===== config.mk =====
export PLATFORM = sky130hd
export DESIGN_NAME = hazard_ctrl
export DESIGN_NICKNAME = d
export VERILOG_FILES = /design/src/rtl/hazard_ctrl_pkg.sv /design/src/rtl/hazard_ctrl_fwd_unit.sv /design/src/rtl/hazard_ctrl.sv
export SDC_FILE = /design/constraint.sdc
export NUM_CORES = 1
export LEC_CHECK = 0
export CORE_ASPECT_RATIO = 0.9
export CORE_MARGIN = 10
export CORE_UTILIZATION = 39
export DETAILED_ROUTE_END_ITERATION = 10
export PLACE_DENSITY = 0.73
export SLEW_MARGIN = 20
export SYNTH_ARGS = -nofsm -noshare
export SYNTH_HDL_FRONTEND = slang
export SYNTH_HIERARCHICAL = 1
export SYNTH_SLANG_ARGS = --single-unit

===== constraint.sdc =====
create_clock -name clk -period 1.8 [get_ports clk]
set_input_delay 0.27 -clock clk [delete_from_list [all_inputs] [get_ports clk]]
set_output_delay 0.27 -clock clk [all_outputs]
set_load 0.02 [all_outputs]

===== src/rtl/hazard_ctrl_pkg.sv =====
// ---------------------------------------------------------------------------
// hazard_ctrl_pkg
//   Shared definitions for the pipeline hazard controller:
//     - controller state encoding (run / drain / halted)
//     - forwarding-mux select encodings (FWD_RF, FWD_MEM, FWD_WB)
//     - performance counter width and a saturating increment helper
//     - register-index width and drain length
// ---------------------------------------------------------------------------
package hazard_ctrl_pkg;

    localparam int unsigned REG_W        = 5;
    localparam int unsigned CNT_W        = 16;
    localparam int unsigned DRAIN_CYCLES = 3;

    // Drain counter value on the last drain cycle.
    localparam logic [1:0] DRAIN_LAST = 2'(DRAIN_CYCLES - 1);

    typedef enum logic [1:0] {
        ST_RUN    = 2'd0,
        ST_DRAIN  = 2'd1,
        ST_HALTED = 2'd2
    } state_t;

    // Operand source selects for the EX-stage ALU input muxes.
    localparam logic [1:0] FWD_RF  = 2'b00;
    localparam logic [1:0] FWD_MEM = 2'b01;
    localparam logic [1:0] FWD_WB  = 2'b10;

    typedef logic [CNT_W-1:0] cnt_t;

    // Increment that sticks at all-ones instead of wrapping.
    function automatic cnt_t sat_inc(input cnt_t value);
        return (value == '1) ? value : value + cnt_t'(1);
    endfunction

endpackage


===== src/rtl/hazard_ctrl_fwd_unit.sv =====
// ---------------------------------------------------------------------------
// fwd_unit
//   Forwarding comparator for one EX-stage source operand.
//   Ports:
//     rs      in  source register read by the instruction in EX
//     mem_rd  in  EX_MEM destination register
//     mem_we  in  EX_MEM register write enable
//     wb_rd   in  MEM_WB destination register
//     wb_we   in  MEM_WB register write enable
//     sel     out operand source: FWD_MEM, FWD_WB or FWD_RF
//   The younger (EX_MEM) producer wins over MEM_WB; x0 is never forwarded.
// ---------------------------------------------------------------------------
module fwd_unit
    import hazard_ctrl_pkg::*;
(
    input  logic [REG_W-1:0] rs,
    input  logic [REG_W-1:0] mem_rd,
    input  logic             mem_we,
    input  logic [REG_W-1:0] wb_rd,
    input  logic             wb_we,
    output logic [1:0]       sel
);

    logic mem_hit;
    logic wb_hit;

    always_comb begin
        mem_hit = mem_we && (mem_rd != '0) && (mem_rd == rs);
        wb_hit  = wb_we  && (wb_rd  != '0) && (wb_rd  == rs);
        sel     = FWD_RF;
        if (mem_hit) begin
            sel = FWD_MEM;
        end else if (wb_hit) begin
            sel = FWD_WB;
        end
    end

endmodule


===== src/rtl/hazard_ctrl.sv =====
// ---------------------------------------------------------------------------
// hazard_ctrl
//   Hazard and debug-halt controller for a 5-stage in-order pipeline.
//   Ports:
//     clk, rst                      clock; asynchronous active-low reset
//     id_rs1/id_rs2, id_use_rs1/2   ID-stage sources and their use flags
//     ex_rs1/ex_rs2/ex_rd           ID_EX sources and destination
//     ex_we_reg, ex_is_load         ID_EX write enable and load flag
//     mem_rd/mem_we_reg             EX_MEM destination and write enable
//     wb_rd/wb_we_reg               MEM_WB destination and write enable
//     ex_redirect                   taken branch/jump resolved in EX
//     dbg_halt_req/dbg_halt_ack     debug halt handshake
//     pc_we, if_id_we, if_id_nop,
//     id_ex_we, id_ex_nop,
//     ex_mem_nop                    pipeline-register controls
//     fwd_a_sel/fwd_b_sel           EX operand forwarding selects
//     stall_cnt/flush_cnt           saturating performance counters
//   A halt request is accepted only on a clean RUN cycle, then bubbles are
//   injected for DRAIN_CYCLES cycles so EX/MEM/WB empty before the ack.
// ---------------------------------------------------------------------------
module hazard_ctrl
    import hazard_ctrl_pkg::*;
(
    input  logic             clk,
    input  logic             rst,

    input  logic [REG_W-1:0] id_rs1,
    input  logic [REG_W-1:0] id_rs2,
    input  logic             id_use_rs1,
    input  logic             id_use_rs2,

    input  logic [REG_W-1:0] ex_rs1,
    input  logic [REG_W-1:0] ex_rs2,
    input  logic [REG_W-1:0] ex_rd,
    input  logic             ex_we_reg,
    input  logic             ex_is_load,

    input  logic [REG_W-1:0] mem_rd,
    input  logic             mem_we_reg,

    input  logic [REG_W-1:0] wb_rd,
    input  logic             wb_we_reg,

    input  logic             ex_redirect,

    input  logic             dbg_halt_req,
    output logic             dbg_halt_ack,

    output logic             pc_we,
    output logic             if_id_we,
    output logic             if_id_nop,
    output logic             id_ex_we,
    output logic             id_ex_nop,
    output logic             ex_mem_nop,

    output logic [1:0]       fwd_a_sel,
    output logic [1:0]       fwd_b_sel,

    output logic [CNT_W-1:0] stall_cnt,
    output logic [CNT_W-1:0] flush_cnt
);

    state_t     state;
    logic [1:0] drain_cnt;
    logic       load_use;
    logic       unused_ex_we_reg;

    // The load flag already implies a register write, so the EX write
    // enable carries no extra information for hazard detection.
    assign unused_ex_we_reg = ex_we_reg;

    // ------------------------------------------------------------------
    // Forwarding: one comparator per EX operand, active in every state.
    // ------------------------------------------------------------------
    fwd_unit u_fwd_a (
        .rs     (ex_rs1),
        .mem_rd (mem_rd),
        .mem_we (mem_we_reg),
        .wb_rd  (wb_rd),
        .wb_we  (wb_we_reg),
        .sel    (fwd_a_sel)
    );

    fwd_unit u_fwd_b (
        .rs     (ex_rs2),
        .mem_rd (mem_rd),
        .mem_we (mem_we_reg),
        .wb_rd  (wb_rd),
        .wb_we  (wb_we_reg),
        .sel    (fwd_b_sel)
    );

    // ------------------------------------------------------------------
    // Load-use detection: the load result is not available until MEM,
    // so a dependent instruction in ID must wait one cycle.
    // ------------------------------------------------------------------
    always_comb begin
        load_use = ex_is_load && (ex_rd != '0) &&
                   ((id_use_rs1 && (id_rs1 == ex_rd)) ||
                    (id_use_rs2 && (id_rs2 == ex_rd)));
    end

    // ------------------------------------------------------------------
    // Controller state, drain counter, halt ack and perf counters.
    // ------------------------------------------------------------------
    always_ff @(posedge clk or negedge rst) begin
        if (!rst) begin
            state        <= ST_RUN;
            drain_cnt    <= '0;
            stall_cnt    <= '0;
            flush_cnt    <= '0;
            dbg_halt_ack <= 1'b0;
        end else begin
            case (state)
                ST_RUN: begin
                    dbg_halt_ack <= 1'b0;
                    if (ex_redirect) begin
                        flush_cnt <= sat_inc(flush_cnt);
                    end else if (load_use) begin
                        stall_cnt <= sat_inc(stall_cnt);
                    end else if (dbg_halt_req) begin
                        state     <= ST_DRAIN;
                        drain_cnt <= '0;
                    end
                end
                ST_DRAIN: begin
                    // A dropped request does not cut the drain short; the
                    // controller still passes through HALTED once.
                    if (drain_cnt == DRAIN_LAST) begin
                        state        <= ST_HALTED;
                        drain_cnt    <= '0;
                        dbg_halt_ack <= 1'b1;
                    end else begin
                        drain_cnt <= drain_cnt + 2'd1;
                    end
                end
                ST_HALTED: begin
                    if (!dbg_halt_req) begin
                        state        <= ST_RUN;
                        dbg_halt_ack <= 1'b0;
                    end
                end
                default: begin
                    state        <= ST_RUN;
                    drain_cnt    <= '0;
                    dbg_halt_ack <= 1'b0;
                end
            endcase
        end
    end

    // ------------------------------------------------------------------
    // Pipeline-register controls. These follow the current-cycle hazard
    // inputs, and reset overrides them directly so the pipeline is held
    // in a known bubble state for the whole time rst is low.
    // ------------------------------------------------------------------
    always_comb begin
        pc_we      = 1'b1;
        if_id_we   = 1'b1;
        if_id_nop  = 1'b0;
        id_ex_we   = 1'b1;
        id_ex_nop  = 1'b0;
        ex_mem_nop = 1'b0;

        if (!rst) begin
            pc_we      = 1'b0;
            if_id_nop  = 1'b1;
            id_ex_nop  = 1'b1;
            ex_mem_nop = 1'b1;
        end else begin
            case (state)
                ST_RUN: begin
                    if (ex_redirect) begin
                        // Squash the two younger instructions; the PC
                        // loads the redirect target.
                        if_id_nop = 1'b1;
                        id_ex_nop = 1'b1;
                    end else if (load_use) begin
                        pc_we     = 1'b0;
                        if_id_we  = 1'b0;
                        id_ex_nop = 1'b1;
                    end
                end
                ST_DRAIN, ST_HALTED: begin
                    pc_we     = 1'b0;
                    if_id_we  = 1'b0;
                    id_ex_nop = 1'b1;
                end
                default: begin
                    pc_we     = 1'b0;
                    if_id_we  = 1'b0;
                    id_ex_nop = 1'b1;
                end
            endcase
        end
    end

endmodule


==> results_dict.tcl, run 1 <==
set metrics [dict create \
    status "finished, violations left" \
    violations "negative setup slack" \
    swShare_pct 33.74 \
    finalHoldViolations 0 \
    die_x_um 99.34 \
    p_leak_nw 1.738 \
    synth_edf_count 0 \
    grt_setup_unrepaired "yes" \
    holdWs_ns 0.007352 \
    synth_seq_cells 37 \
    hpwl_um 5504 \
    viasPerCell 4.973 \
    drt_first_pass_iters 6 \
    synthArstFlopShare_pct 100.0 \
    grt_pass1_vias 2360 \
    grt_overflow_total 0 \
    routedWlPerCell_um 16.22 \
    antenna_found_initial 0 \
    combPwrFrac_pct 40.9 \
    clockRootBuffer "clkbuf_8" \
    clkSinkCount 37 \
    initial_core_util_pct 41.07 \
    ant_nets 0 \
    crit_path_end_kind "primary output" \
    worstMarginPinSlew_ns 0.5253 \
    crit_family "simple AND/OR/NAND/NOR gates" \
    avgSynthCellArea_um2 9.734 \
    cp_slowest_cell "or4_4" \
    num-nets-final 422 \
    die_height_um 91.41 \
    via_count 2198 \
    fillerInstances 435 \
    ir_drop_uv 765.1 \
    clkPwrFrac_pct 21.0 \
    seq_area_frac_synth_pct 41.90 \
    fp-row-count 25 \
    cts_buffers 5 \
    path_buf_inv 2 \
    period_needed_ns 1.871 \
    final_area_mm2 0.003796 \
    start_kind "input port" \
    reg2reg_depth 7 \
    arrival_ns 1.60 \
    port_buffers 85 \
    final_common_cell "buf_4" \
    drt_iter0_markers 83 \
    dieArea_mm2 0.009081 \
    ios 88 \
    core_area_mm2 0.005380 \
    grt_first_pass_wirelength_um 11250 \
    fin_ws_ns -0.07150 \
    seqPwrFrac_pct 38.1 \
    internal-power_mw 1.895 \
    fin_crit_sh_pct 104.0 \
    synth-main-ff-cell "dfrtp_1" \
    dpl_cell_area_mm2 0.003520 \
    grt_max_degree 25 \
    synthCells 227 \
    drv_slew 0 \
    finalClockSkew_ns 0.009030 \
    drc_errors 0 \
    cpMostUsedCell "buf_6" \
    syn_area_mm2 0.002210 \
    grt_use_total_pct 14.83 \
    cp_cell_sequence "buf_6 > or4_4 > o21ai_4 > nor2b_4 > or3_4 > buf_6" \
    post-place-ws_ns -0.8642 \
    cts_tree "done" \
    cts_max_level 2 \
    cellPowerDensity_mw_per_mm2 753.3 \
    drive_gt1_share_pct 35.47 \
    synthToLayoutAreaGrowth_pct 71.80 \
    clockBufferDepth 2 \
    slowest_delay_ns 0.54 \
    final_cell_mix "buf_4 (60), clkdlybuf4s50_1 (43), xnor2_1 (36)" \
    yosysWarnings 6 \
    cp_max_fo 4 \
    path_depth 6 \
    required_ns 1.53 \
    slew_headroom_pct 64.88 \
    wirelength_um 7168 \
    cap_violations 0 \
    diodes 0 \
    critPathKind "input port to primary output" \
    fmax_mhz 534.3 \
    switching_power_uw 964.9 \
    setup_viol 14 \
    min_path_type "input port to async pin" \
    gp_congestion 0.8171 \
    ys_types 38 \
    clk_pin_slew_ns 0.07 \
    clk_latency_ns 0.29 \
    syn-num-nets 274 \
]
-- layer usage --
layer | global-route usage (%) | up-vias | wire [µm]
met5 | 0 | - | 0
li1 | - | 1084 | -
met3 | 5.152 | 8 | 420
met2 | 26.84 | 54 | 3851
met4 | 3.103 | 0 | 79
met1 | 16.23 | 1052 | 2817
-- state kept, by name, summed over array words and instances (netlist names) --
| name | flops |
|---|---|
| flush_cnt | 16 |
| drain_cnt | 2 |
| dbg_halt_ack | 1 |
| state | 2 |
| stall_cnt | 16 |
-- cells in the mapped netlist, drive strengths merged (2+ instances only) --
cell / instances / area [µm²]
xnor2: 38 / 332.8
dfrtp: 37 / 925.9
nand2: 27 / 103.9
xor2: 17 / 148.9
nand3: 16 / 80.08
nor3: 15 / 85.08
nand4: 10 / 62.56
nor2: 10 / 37.54
inv: 7 / 26.28
nor4: 7 / 43.79
a21oi: 4 / 20.02
and3: 4 / 25.02
buf: 4 / 33.78
o21ai: 4 / 31.28
a211oi: 2 / 25.02
a31oi: 2 / 12.51
ha: 2 / 25.02
mux2: 2 / 22.52
nand2b: 2 / 12.51
nor2b: 2 / 15.02
o41ai: 2 / 32.53
or3: 2 / 15.01
-- final cells by class --
| class | instances | area [µm²] | area share (%) |
|---|---|---|---|
| clock buffer | 6 | 82.58 | 2.175 |
| clock inverter | 1 | 7.507 | 0.1978 |
| inverter | 7 | 26.28 | 0.6922 |
| multi-input combinational | 178 | 1390 | 36.62 |
| sequential | 37 | 933.4 | 24.59 |
| tap | 67 | 83.83 | 2.208 |
| timing repair buffer | 146 | 1272 | 33.52 |
-- power by group through the flow --
| stage | Combinational, mW | Sequential [mW] | Clock [mW] |
|---|---|---|---|
| 2_1_floorplan | 0.422 | 1.20 | 0 |
| 3_3_place_gp | 1.11 | 1.08 | 0 |
| 3_5_place_dp | 1.14 | 1.09 | 0 |
| 4_1_cts | 1.13 | 1.08 | 0.608 |
| 5_1_grt | 1.27 | 1.11 | 0.650 |
| 6_report | 1.17 | 1.09 | 0.602 |
-- worst paths after layout --
kind / from / endpoint / slack [ns]
max in group asynchronous: rst / drain_cnt[1] / 1.21
worst max register to register: stall_cnt[1] / stall_cnt[1] / -0.05
worst max-delay path: ex_rd[2] / id_ex_nop / -0.07
worst min register to register: dbg_halt_ack / dbg_halt_ack / 0.49
worst min-delay path: rst / stall_cnt[0] / 0.007
min in group clk: dbg_halt_ack / dbg_halt_ack / 0.49
-- repair_timing --
action,in CTS,in global routing
gates resized for setup,85,34
pin swaps,26,23
setup endpoints to repair,26,30
hold endpoints to repair,24,0
hold buffers,1,0
setup buffers,7,5
-- worst reg2reg max path: cells and delay by family (launching register included) --
kind	cells	cell delay, ns
simple gates	4	0.70
mux	1	0.32
fa+ha+maj	1	0.17
flops	1	0.40
buf+inv	1	0.15
-- kinds of logic after synthesis --
kind of cell | synth area share (%)
fa+ha+maj | 1.132
mux | 1.019
xor+xnor | 21.80
flops | 41.90
simple gates | 23.61
other cells | 0.1697
buf+inv | 2.888
compound gates | 7.475
-- stage by stage --
step                TNS, ns  power (mW)  util (%)  std cells
detailed placement   -13.90       2.226     65.42        423
floorplan                 0       1.621         -        227
global placement     -12.82       2.195     65.42        423
global route         -2.026       3.026     70.56        442
finish              -0.4547       2.860     70.56        442
CTS                 -0.1692       2.823     68.12        437
(Power assumes the default switching activity.)
==> run 2, diff against run 1 <==
--- a/config.mk
+++ b/config.mk
@@ -10,6 +10,7 @@
 export CORE_UTILIZATION = 39
 export DETAILED_ROUTE_END_ITERATION = 10
 export PLACE_DENSITY = 0.73
+export SETUP_SLACK_MARGIN = 0.1
 export SLEW_MARGIN = 20
 export SYNTH_ARGS = -nofsm -noshare
 export SYNTH_HDL_FRONTEND = slang
==> run 2 against run 1 <==
Against the previous run:
- the flow still finishes with violations (negative setup slack)
- sequential power barely moved
- critical path depth did not move
- routed wire length rose by 5.2%
- power rose by 8.5%
- clock-buffer cell count did not move
- sequential share of layout area fell by 2.1 points
- setup slack barely moved
- fmax barely moved
==> results_dict.tcl, run 2 (same netlist as run 1, synthesis figures left out) <==
set metrics [dict create \
    wirelength_um 7543 \
    ant_nets 0 \
    initial_core_util_pct 41.07 \
    clockBufferDepth 2 \
    finalClockSkew_ns 0.01091 \
    routedWlPerCell_um 16.69 \
    cts_buffers 5 \
    cts_max_level 2 \
    cp_max_fo 4 \
    final_common_cell "buf_4" \
    ir_drop_uv 722.4 \
    synthToLayoutAreaGrowth_pct 88.90 \
    crit_family "simple AND/OR/NAND/NOR gates" \
    grt_use_total_pct 16.09 \
    combPwrFrac_pct 40.5 \
    status "finished, violations left" \
    cellPowerDensity_mw_per_mm2 743.2 \
    gp_congestion 0.8659 \
    cap_violations 0 \
    dieArea_mm2 0.009081 \
    cp_slowest_cell "or4_4" \
    final_area_mm2 0.004174 \
    grt_overflow_total 0 \
    grt_max_degree 28 \
    die_x_um 99.34 \
    min_path_type "input port to async pin" \
    grt_setup_unrepaired "yes" \
    violations "negative setup slack" \
    p_leak_nw 2.105 \
    setup_viol 6 \
    antenna_found_initial 0 \
    clkPwrFrac_pct 24.8 \
    die_height_um 91.41 \
    fp-row-count 25 \
    start_kind "input port" \
    clk_pin_slew_ns 0.08 \
    internal-power_mw 2.080 \
    switching_power_mw 1.022 \
    dpl_cell_area_mm2 0.003551 \
    swShare_pct 32.95 \
    drv_slew 0 \
    crit_path_end_kind "primary output" \
    fin_crit_sh_pct 104.0 \
    slowest_delay_ns 0.54 \
    cp_cell_sequence "buf_6 > or4_4 > o21ai_4 > nor2b_4 > or3_4 > buf_6" \
    period_needed_ns 1.871 \
    fin_ws_ns -0.07117 \
    clkSinkCount 37 \
    finalHoldViolations 0 \
    drt_iter0_markers 37 \
    hpwl_um 5440 \
    num-nets-final 431 \
    clockRootBuffer "clkbuf_8" \
    top_regs "flush_cnt (16), stall_cnt (16)" \
    ios 88 \
    path_buf_inv 2 \
    core_area_mm2 0.005380 \
    seqPwrFrac_pct 34.7 \
    via_count 2268 \
    clk_latency_ns 0.29 \
    drc_errors 0 \
    grt_pass1_vias 2441 \
    fmax_mhz 534.4 \
    final_cell_mix "buf_4 (57), xnor2_1 (29), dfrtp_1 (28), clkdlybuf4s50_1 (28)" \
    drive_gt1_share_pct 43.12 \
    cpMostUsedCell "buf_6" \
    cts_tree "done" \
    required_ns 1.53 \
    port_buffers 85 \
    arrival_ns 1.60 \
    critPathKind "input port to primary output" \
    drt_first_pass_iters 4 \
    diodes 0 \
    viasPerCell 5.018 \
    power_mw 3.102 \
    grt_first_pass_wirelength_um 12130 \
]
run 2: worst paths after layout:
kind | end | depth (start not counted) | start | slack (ns)
max in group asynchronous | stall_cnt[5] | 3 | rst | 1.10
min in group clk | flush_cnt[9] | 1 | flush_cnt[9] | 0.48
min reg2reg | flush_cnt[9] | 1 | flush_cnt[9] | 0.48
max | id_ex_nop | 6 | ex_rd[2] | -0.07
max reg2reg | stall_cnt[9] | 8 | stall_cnt[0] | -0.04
min | flush_cnt[4] | 2 | rst | 0.04
run 2: per-stage QoR:
| step | cells | hold WS, ns | setup slack [ns] | setup TNS, ns | utilization [%] |
|---|---|---|---|---|---|
| 2_1_floorplan | 227 | -0.02559 | 0.006308 | 0 | - |
| 3_3_place_gp | 424 | 0.2303 | -0.8234 | -13.66 | 66.00 |
| 3_5_place_dp | 424 | 0.2361 | -0.8552 | -15.03 | 66.00 |
| 4_1_cts | 445 | 0.04826 | -0.08353 | -0.2245 | 72.88 |
| 5_1_grt | 452 | 0.07038 | -0.1210 | -1.062 | 77.58 |
| 6_report | 452 | 0.04079 | -0.07117 | -0.2136 | 77.58 |
run 2: worst reg2reg max path, delay by kind of cell, from the launching register on:
family | cells | cell delay (ns)
and+or+nand+nor | 5 | 0.69
DFF | 1 | 0.44
xor gates and xnor gates | 1 | 0.23
buffers and inverters | 1 | 0.20
adders and majority gates | 1 | 0.18
run 2: final cells by class:
cell class / count / area [µm²]
fill: 382 / 1206
sequential: 37 / 937.1
inverter: 7 / 26.28
timing repair buffer: 154 / 1398
tap: 67 / 83.83
clock inverter: 2 / 37.54
multi-input combinational: 179 / 1609
clock buffer: 6 / 82.58
run 2: repair_timing:
action,in CTS,in global routing
resized for setup,134,58
endpoints found under the setup margin,34,42
hold endpoints to repair,10,0
pin swaps,39,39
buffers inserted,10,9
hold buffers,2,0
cloned,1,0
run 2: metal layers:
metal  GRT usage (%)  vias to the layer above  routed length [µm]
li1                -                     1112                   -
met1           17.26                     1080                2927
met2           28.90                       65                4026
met3           5.530                       11                 456
met4           4.893                        0                 133
met5               0                        -                   0
run 2: power groups by stage:
stage	clock network [mW]	registers (mW)	logic, mW
finish	0.769	1.08	1.26
global route	0.818	1.09	1.36
CTS	0.778	1.07	1.17
detailed placement	0	1.09	1.17
global placement	0	1.08	1.14
floorplan	0	1.20	0.424
==> run 3, diff against run 2 <==
--- a/config.mk
+++ b/config.mk
@@ -5,7 +5,7 @@
 export SDC_FILE = /design/constraint.sdc
 export NUM_CORES = 1
 export LEC_CHECK = 0
-export CORE_ASPECT_RATIO = 0.9
+export CORE_ASPECT_RATIO = 1.2
 export CORE_MARGIN = 10
 export CORE_UTILIZATION = 39
 export DETAILED_ROUTE_END_ITERATION = 10
==> run 3 against run 2 <==
Against the previous run:
- the run still ends with negative setup slack left
- setup slack got worse by 0.020 ns
- critical path depth unchanged
- routed wire length fell by 1.7%
- clock-buffer cell count is the same
- highest routed layer unchanged
==> results_dict.tcl, run 3 (same netlist as run 1, synthesis figures left out) <==
set metrics [dict create \
    slowest_delay_ns 0.54 \
    hpwl_um 5317 \
    cp_cell_sequence "buf_6 > or4_4 > o21ai_4 > nor2b_4 > o311ai_2 > buf_4" \
    status "finished, violations left" \
    fin_crit_sh_pct 105.1 \
    setup_viol 6 \
    fp-row-count 29 \
    min_path_type "input port to async pin" \
    grt_max_degree 29 \
    via_count 2276 \
    wirelength_um 7412 \
    cap_violations 0 \
    final_cell_mix "buf_4 (55), xnor2_1 (32), clkdlybuf4s50_1 (31)" \
    rrSetupSlack_ns -0.03 \
    grt_pass1_vias 2469 \
    drt_iter0_markers 53 \
    drive_gt1_share_pct 39.15 \
    dpl_cell_area_mm2 0.003515 \
    routedWlPerCell_um 16.85 \
    clockBufferDepth 2 \
    ant_nets 0 \
    drc_errors 0 \
    gp_congestion 0.8410 \
    clkSinkCount 37 \
    critPathKind "input port to primary output" \
    finalSetupTns_ns -0.2535 \
    clockRootBuffer "clkbuf_8" \
    ir_drop_uv 481.5 \
    finalHoldViolations 0 \
    drv_slew 0 \
    fmax_mhz 528.7 \
    top_regs "flush_cnt (16), stall_cnt (16)" \
    grt_setup_unrepaired "yes" \
    grt_first_pass_wirelength_um 11520 \
    cp_max_fo 5 \
    synthToLayoutAreaGrowth_pct 82.33 \
    power_mw 2.934 \
    cts_max_level 2 \
    period_needed_ns 1.891 \
    violations "negative setup slack" \
    p_leak_nw 1.974 \
    port_buffers 85 \
    cp_slowest_cell "or4_4" \
    required_ns 1.53 \
    arrival_ns 1.62 \
    start_kind "input port" \
    crit_family "simple AND/OR/NAND/NOR gates" \
    fin_ws_ns -0.09130 \
    clk_latency_ns 0.28 \
    die_x_um 88.71 \
    core_area_mm2 0.005406 \
    fillerInstances 377 \
    post-place-ws_ns -0.8602 \
    fin_util_pct 74.52 \
    clk_pin_slew_ns 0.08 \
    die_height_um 102.5 \
    num-nets-final 424 \
    dieArea_mm2 0.009089 \
    ios 88 \
    antenna_found_initial 0 \
    final_cells 440 \
    cts_buffers 5 \
    viasPerCell 5.173 \
    cts_tree "done" \
    placed_cells 415 \
    finalClockSkew_ns 0.005960 \
    path_buf_inv 2 \
    grt_overflow_total 0 \
    cellPowerDensity_mw_per_mm2 728.2 \
    final_area_mm2 0.004029 \
    final_common_cell "buf_4" \
    holdWs_ns 0.1621 \
    initial_core_util_pct 40.87 \
    crit_path_end_kind "primary output" \
    diodes 0 \
    drt_first_pass_iters 4 \
    grt_use_total_pct 15.70 \
]
run 3: cell types whose count changed in the layout (fill, tap and decap cells not counted), moves of 3 or more:
| cell | previous run | this run |
|---|---|---|
| buf_6 | 18 | 15 |
| clkdlybuf4s15_1 | 5 | 0 |
| clkdlybuf4s15_2 | 5 | 2 |
| clkdlybuf4s50_1 | 28 | 31 |
| dlygate4sd2_1 | 22 | 30 |
| dlymetal6s2s_1 | 11 | 6 |
| nand2_1 | 22 | 26 |
| nand2_2 | 3 | 0 |
| nor2_2 | 3 | 0 |
| xnor2_1 | 29 | 32 |
| xnor2_2 | 9 | 5 |
run 3: layout make-up:
type	count	area, µm²	share of cell area, %
inverters	7	26.28	0.6522
clock inverters	2	13.76	0.3416
well taps	62	77.57	1.925
clock buffers	6	82.58	2.050
repair buffers	147	1297	32.20
multi-input cells	179	1594	39.57
flip-flops and latches	37	937.1	23.26
run 3: tightest hold or removal path, delay by kind of cell:
kind	cells	cell delay [ns]
buffers and inverters	3	0.58
run 3: where the power goes:
part	total [mW]	switching (mW)	leakage (nW)	internal [mW]
clock network	0.606	0.295	0.0512	0.310
registers	1.10	0.140	0.473	0.959
logic	1.23	0.584	1.45	0.646
total	2.93	1.02	1.97	1.91
run 3: what timing repair did:
item / CTS / global route
gates cloned: 1 / 0
setup endpoints to repair: 31 / 38
setup buffers: 11 / 5
pin swaps: 47 / 22
gates resized for setup: 139 / 32
endpoints found under the hold margin: 9 / 0
hold buffers: 1 / 0
run 3: final timing paths:
| check | startpoint | endpoint | depth (start not counted) |
|---|---|---|---|
| worst max-delay path | ex_rd[2] | if_id_we | 6 |
| worst min-delay path | rst | flush_cnt[2] | 3 |
| worst max register to register | stall_cnt[0] | stall_cnt[1] | 8 |
| worst min register to register | flush_cnt[9] | flush_cnt[9] | 1 |
| max in group asynchronous | rst | stall_cnt[7] | 3 |
| min in group clk | flush_cnt[9] | flush_cnt[9] | 1 |
run 3: metal layers:
metal,track usage (%),wire [µm],up-vias
met2,27.17,3707,75
met5,0,0,-
met4,4.359,126,0
met3,5.971,589,8
met1,17.47,2988,1096
li1,-,-,1097
